[src/rtl/servant_gpio_irq.sv]
// servant_gpio_irq: Wishbone GPIO with set/clear/toggle outputs and edge-detect input interrupts
module servant_gpio_irq #(
    parameter int NUM_GPIO = 8,
    parameter logic [NUM_GPIO-1:0] RESET_OUT = '0
) (
    input  logic                i_wb_clk,
    input  logic                i_wb_rst,
    input  logic [2:0]          i_wb_adr,
    input  logic [31:0]         i_wb_dat,
    input  logic [3:0]          i_wb_sel,
    input  logic                i_wb_we,
    input  logic                i_wb_cyc,
    output logic [31:0]         o_wb_rdt,
    output logic                o_wb_ack,
    input  logic [NUM_GPIO-1:0] i_gpio,
    output logic [NUM_GPIO-1:0] o_gpio,
    output logic                o_irq
);
    localparam int N = NUM_GPIO;
    logic [N-1:0] out_r, out_nxt, en, pol, pend, s1, s2, s3, be, mask, evt;
    logic [31:0] be32, mask32, rd;
    logic acc, wr, unused_hi;
    assign be32 = {{8{i_wb_sel[3]}}, {8{i_wb_sel[2]}}, {8{i_wb_sel[1]}}, {8{i_wb_sel[0]}}};
    assign mask32 = i_wb_dat & be32;
    assign be = be32[N-1:0];
    assign mask = mask32[N-1:0];
    // Pins at NUM_GPIO and above have no storage, so their write data is dropped
    assign unused_hi = ^{mask32, be32};
    assign acc = i_wb_cyc & ~o_wb_ack;
    assign wr = acc & i_wb_we;
    assign evt = (pol & s2 & ~s3) | (~pol & ~s2 & s3);
    assign o_gpio = out_r;
    assign o_irq = |(pend & en);
    always_comb begin
        rd = i_wb_adr == 3'd4 ? 32'(s2) :
             i_wb_adr == 3'd5 ? 32'(en) :
             i_wb_adr == 3'd6 ? 32'(pol) :
             i_wb_adr == 3'd7 ? 32'(pend) : 32'(out_r);
        out_nxt = i_wb_adr[1:0] == 2'd0 ? ((out_r & ~be) | mask) :
                  i_wb_adr[1:0] == 2'd1 ? (out_r | mask) :
                  i_wb_adr[1:0] == 2'd2 ? (out_r & ~mask) : (out_r ^ mask);
    end
    always_ff @(posedge i_wb_clk or posedge i_wb_rst) begin
        if (i_wb_rst) begin
            out_r <= RESET_OUT;
            en <= '0;
            pol <= '0;
            pend <= '0;
            s1 <= '0;
            s2 <= '0;
            s3 <= '0;
            o_wb_ack <= 1'b0;
            o_wb_rdt <= '0;
        end else begin
            s1 <= i_gpio;
            s2 <= s1;
            s3 <= s2;
            o_wb_ack <= acc;
            if (acc) o_wb_rdt <= rd;
            if (wr && !i_wb_adr[2]) out_r <= out_nxt;
            if (wr && i_wb_adr == 3'd5) en <= (en & ~be) | mask;
            if (wr && i_wb_adr == 3'd6) pol <= (pol & ~be) | mask;
            // A new event sets the flag even when the same bit is being cleared
            pend <= (pend & ~((wr && i_wb_adr == 3'd7) ? mask : '0)) | (evt & en);
        end
    end
endmodule

[config.mk]
export PLATFORM = sky130hd
export DESIGN_NAME = servant_gpio_irq
export DESIGN_NICKNAME = d
export VERILOG_FILES = /design/src/rtl/servant_gpio_irq.sv
export SDC_FILE = /design/constraint.sdc
export NUM_CORES = 1
export LEC_CHECK = 0
export ABC_CLOCK_PERIOD_IN_PS = 5750
export CORE_MARGIN = 2
export CORE_UTILIZATION = 35
export CTS_BUF_LIST = sky130_fd_sc_hd__clkbuf_4 sky130_fd_sc_hd__clkbuf_8
export DETAILED_ROUTE_END_ITERATION = 10
export PLACE_DENSITY = 0.71
export SYNTH_ARGS = -nofsm -noshare
export SYNTH_HDL_FRONTEND = slang
export SYNTH_SLANG_ARGS = --single-unit
export TNS_END_PERCENT = 30
[constraint.sdc]
create_clock -name i_wb_clk -period 5.75 [get_ports i_wb_clk]
set_clock_uncertainty 0.2 [all_clocks]
set_input_delay 1.725 -clock i_wb_clk [delete_from_list [all_inputs] [get_ports i_wb_clk]]
set_output_delay 1.725 -clock i_wb_clk [all_outputs]
set_load 0.02 [all_outputs]
Word level (Yosys, flattened, before mapping):

Index checks and enable logic that the tools add are counted.

* bits in registers: 89
* output and inout port bits: 42

* equal/unequal tests: 6
* muxes and demuxes: 8
* bitwise gates (word level): 28
* reduce and logical (&&, ||, !) cells: 7

Operator list (number)
* bitwise AND 8 bit: 12
* two-way mux 8 bit: 8
* NOT 8 bit: 6
* bitwise OR 8 bit: 6
* equality test 3 bit (second input constant): 4
* OR reduction 8 bit: 1
* XOR 8 bit: 1
* logical AND 1 bit: 4
* bitwise AND 1 bit: 2
* equality test 2 x 1 -> 1 bit (second input constant): 1
* equality test 2 bit (second input constant): 1
* logical NOT 2 bit: 1
* logical NOT 1 bit: 1
* NOT 1 bit: 1

Logic depth before layout (Yosys ltp):

* depth after elaboration: 8
* mapped depth: 6

Least setup slack after synthesis:

OpenSTA, ideal clock, no wires.

* path kind: in2reg
* start: in i_wb_adr[2]
* end: reg with a tool-made name
* setup time: 0.125 ns
* data arrival time: 2.810 ns
* data required time: 5.425 ns
* setup slack: 2.616 ns
* cell stages on the path: 4
* path buffers: 1
* cell sequence: buf_4 nand3b_4 nor4_4 mux2_2

RTL lines
* from (decl): RTL line 8 `input logic [2:0] i_wb_adr,`

==> metrics.log <==
INFO  metric run_status = finished, final reports clean
INFO  metric cts-resized-gates = 0
INFO  metric worstReg2RegStart = o_wb_ack$_DFF_PP0_
INFO  metric slowest_delay = 0.95 ns
INFO  metric arrival = 4.17 ns
INFO  metric max_cap_violations = 0
INFO  metric maximum_root_to_sink_buffer_count = 2
INFO  metric fill_cells = 929
INFO  metric route.detailed.wl_per_inst = 16.2 µm
INFO  metric grt_pass1_vias = 2316
INFO  metric slew_headroom = 34.3%
INFO  metric clock_tree_root = clkbuf_8
INFO  metric critical_path_depth = 4
INFO  metric synthToLayoutAreaGrowth = 19.2%
INFO  metric p_comb_share = 31.6%
INFO  metric path_max_fanout = 16
INFO  metric cts_htree_levels = 3
INFO  metric peakVddDrop = 155 µV
INFO  metric critPathKind = input pin to flop
INFO  metric port_buffers = 41
INFO  metric post_synth_instance_area = 3420 µm²
INFO  metric num_vias = 2382
INFO  metric tritoncts_clock_tree = yes
INFO  metric dpl.hpwl = 5.25 mm
INFO  metric finish.utilization = 42.3%
INFO  metric floorplan.core_area = 9640 µm²
INFO  metric grt_first_pass_wirelength = 12.3 mm
INFO  metric fmaxAchievable = 241 MHz
INFO  metric fp-row-count = 36
INFO  metric drc = 0
INFO  metric synth_edf_count = 0
INFO  metric groute.usage.overall = 15.8%
INFO  metric maximum_number_of_pins_on_one_net_before_global_route_repair = 48
INFO  metric critical_path.top_delay_family = buffers and inverters
INFO  metric cp_slowest_cell = clkdlybuf4s50_1
INFO  metric antennaDiodeCount = 0
INFO  metric syn_area_per_cell = 11.7 µm²
INFO  metric p_total = 1560 µW
INFO  metric final-max-slew-violation-count = 0
INFO  metric rr_worst_depth = 3
INFO  metric setup.worst_path.start = i_wb_adr[0]
INFO  metric ys_seq_area_share = 47.6%
INFO  metric period_share = 72.2%
INFO  metric worst_pin_slew = 0.984 ns
INFO  metric netlist.top_cell.by_area = dfrtp_1
INFO  metric setup_repair_after_global_routing_missed_its_margin = no
INFO  metric pleak = 0.00186 µW
INFO  metric post-cts-setup-buffers = 0
INFO  metric timing.hold.ws = 0.148 ns
INFO  metric detail-route-antenna-nets = 0
INFO  metric hold_path_class = flop to flop
INFO  metric clockPowerShare = 26.6%
INFO  metric netSwitchingFraction = 32.5%
INFO  metric worstSkewPairLatency = 0.34 ns
INFO  metric cts.hold.buffers_added = 0
INFO  metric asyncSetResetFlopFracSynth = 100%
INFO  metric pre_cts_slack = 1.27 ns
INFO  metric horizontal_die_dimension = 103 µm
INFO  metric synth.ff_latch_count = 65
INFO  metric nNetsFinal = 402
INFO  metric ys_warn_count = 0
INFO  metric design.portCount = 93
INFO  metric yosys.cell_types.count = 35
INFO  metric setup_viol = 0
INFO  metric worst_setup_hold_path_clk_slew = 0.07 ns
INFO  metric finalHoldViolCount = 0
INFO  metric grt_overflow = 0
INFO  metric worst_setup_path_start_kind = input pin
INFO  metric firstDrtPassIters = 6
INFO  metric reg2reg_setup_slack = 3.58 ns
INFO  metric power_per_cell_area = 384 nW/µm²
INFO  metric finalSetupTns = 0 ns
INFO  metric finalWorstSetupSlack = 1.60 ns
INFO  metric die_height = 103 µm
INFO  metric clock_sink_count = 65
INFO  metric synth_area_leaders = dfrtp_1 48%, mux2_2 7.9%, ha_1 5.9%
INFO  metric initial_utilization = 35.5%
INFO  metric internal_power_component = 1060 µW
INFO  metric gp_congestion = 0.847
INFO  metric p_switching = 509 µW
INFO  metric die_area = 10600 µm²
INFO  metric layout_min_cycle_time = 4.15 ns
INFO  metric cp_data_required_time = 5.77 ns
INFO  metric power.share.sequential = 41.8%
INFO  metric grt_antenna_before_repair = 0
INFO  metric syn-instance-count = 292
INFO  metric routed_wirelength = 7.67 mm
INFO  metric drive_gt1_share = 19.1%
INFO  metric routed_via_density = 5.04
INFO  metric cts_inserted_buffers = 9
INFO  metric critical_path.endpoint_type = flop
INFO  metric drt_iter0_markers = 213
INFO  metric synth_flop_cell = dfrtp_1
INFO  metric post-synth-top-area-fraction = 47.6%
INFO  metric cp_cell_sequence = clkdlybuf4s50_1, inv_2, nor4_4, mux2_2
INFO  metric critPathBufInv = 2
-- cell type report --
type,count,area [µm²],area share (%)
clock buffer,14,180,4.42
clock inverter,2,35.0,0.860
multi-input combinational,188,1540,37.7
inverter,28,105,2.58
sequential,65,1630,39.9
timing repair buffer,43,425,10.4
tap,133,166,4.08
-- through the flow --
step	instance area, µm²	cells
3_5_place_dp	3860	457
5_1_grt	4070	473
3_3_place_gp	3860	457
2_1_floorplan	3500	315
6_report	4070	473
4_1_cts	4070	473
-- power groups by stage --
stage / combinational, µW / clock, µW / sequential [µW]
6_report: 494 / 416 / 654
5_1_grt: 548 / 445 / 666
4_1_cts: 497 / 424 / 652
3_5_place_dp: 494 / 0 / 658
3_3_place_gp: 476 / 0 / 656
2_1_floorplan: 285 / 0 / 682
-- how the worst min path moves through the flow --
stage	startpoint	endpoint	slack [ns]	cells after the start
after floorplan	s1[0]$_DFF_PP0_	s2[0]$_DFF_PP0_	0.13	0
after detailed placement	s1[3]$_DFF_PP0_	s2[3]$_DFF_PP0_	0.13	0
after CTS	s1[3]$_DFF_PP0_	s2[3]$_DFF_PP0_	0.15	0
after global routing	s1[2]$_DFF_PP0_	s2[2]$_DFF_PP0_	0.16	0
after global placement	s1[3]$_DFF_PP0_	s2[3]$_DFF_PP0_	0.13	0
final	s1[0]$_DFF_PP0_	s2[0]$_DFF_PP0_	0.15	0
-- cell families after synthesis --
group,after synthesis,synth area share (%)
adder cells (fa/ha/maj),16,5.86
other,1,0.110
flip-flops,65,47.6
multiplexers,40,15.5
buffers and inverters,62,10.0
AO/OA/AOI/OAI,53,10.6
AND/OR/NAND/NOR,55,10.3
-- cell usage in the layout (no fill, tap or decap) --
cell type         n
or3_2             9
nand2b_1         14
o21ai_0           1
clkinv_1          1
a31oi_1           5
nand3b_1          1
dfrtp_1          65
or2_2             1
nor2b_1           5
nand3_1           1
clkbuf_4          2
o22ai_1           8
mux4_2            8
o221ai_1          3
bufinv_16         1
a22oi_1           4
nand2_1          17
nand4_1           1
clkdlybuf4s50_1  41
nor3_4            1
clkbuf_8         12
mux2_2           24
buf_4             2
a21oi_1          16
clkinv_2          1
nand3b_4          1
inv_1            25
mux2i_1           8
ha_1             16
nor4_4            1
nor3_1            1
or2b_1            1
o32ai_1           8
inv_2             2
conb_1           24
and2_1            1
a22o_1            8
-- cell usage after synthesis (3+ instances only) --
library cell	number
or3_2	9
a22o_1	8
a22oi_1	4
mux4_2	8
o22ai_1	8
buf_4	26
dfrtp_1	65
mux2_2	24
nand2b_1	14
ha_1	16
clkbuf_1	3
o221ai_1	3
a31oi_1	5
mux2i_1	8
inv_1	26
nand2_1	17
buf_2	4
nor2b_1	5
o32ai_1	8
a21oi_1	16
-- metal layers --
layer	track usage, %	vias to the layer above	share of wire [%]
li1	-	1079	-
met4	6.98	0	1.8
met1	21.9	1193	45
met3	4.61	16	7.3
met5	0	-	0
met2	22.9	94	46
No activity file was read; power rests on OpenSTA's default activity.
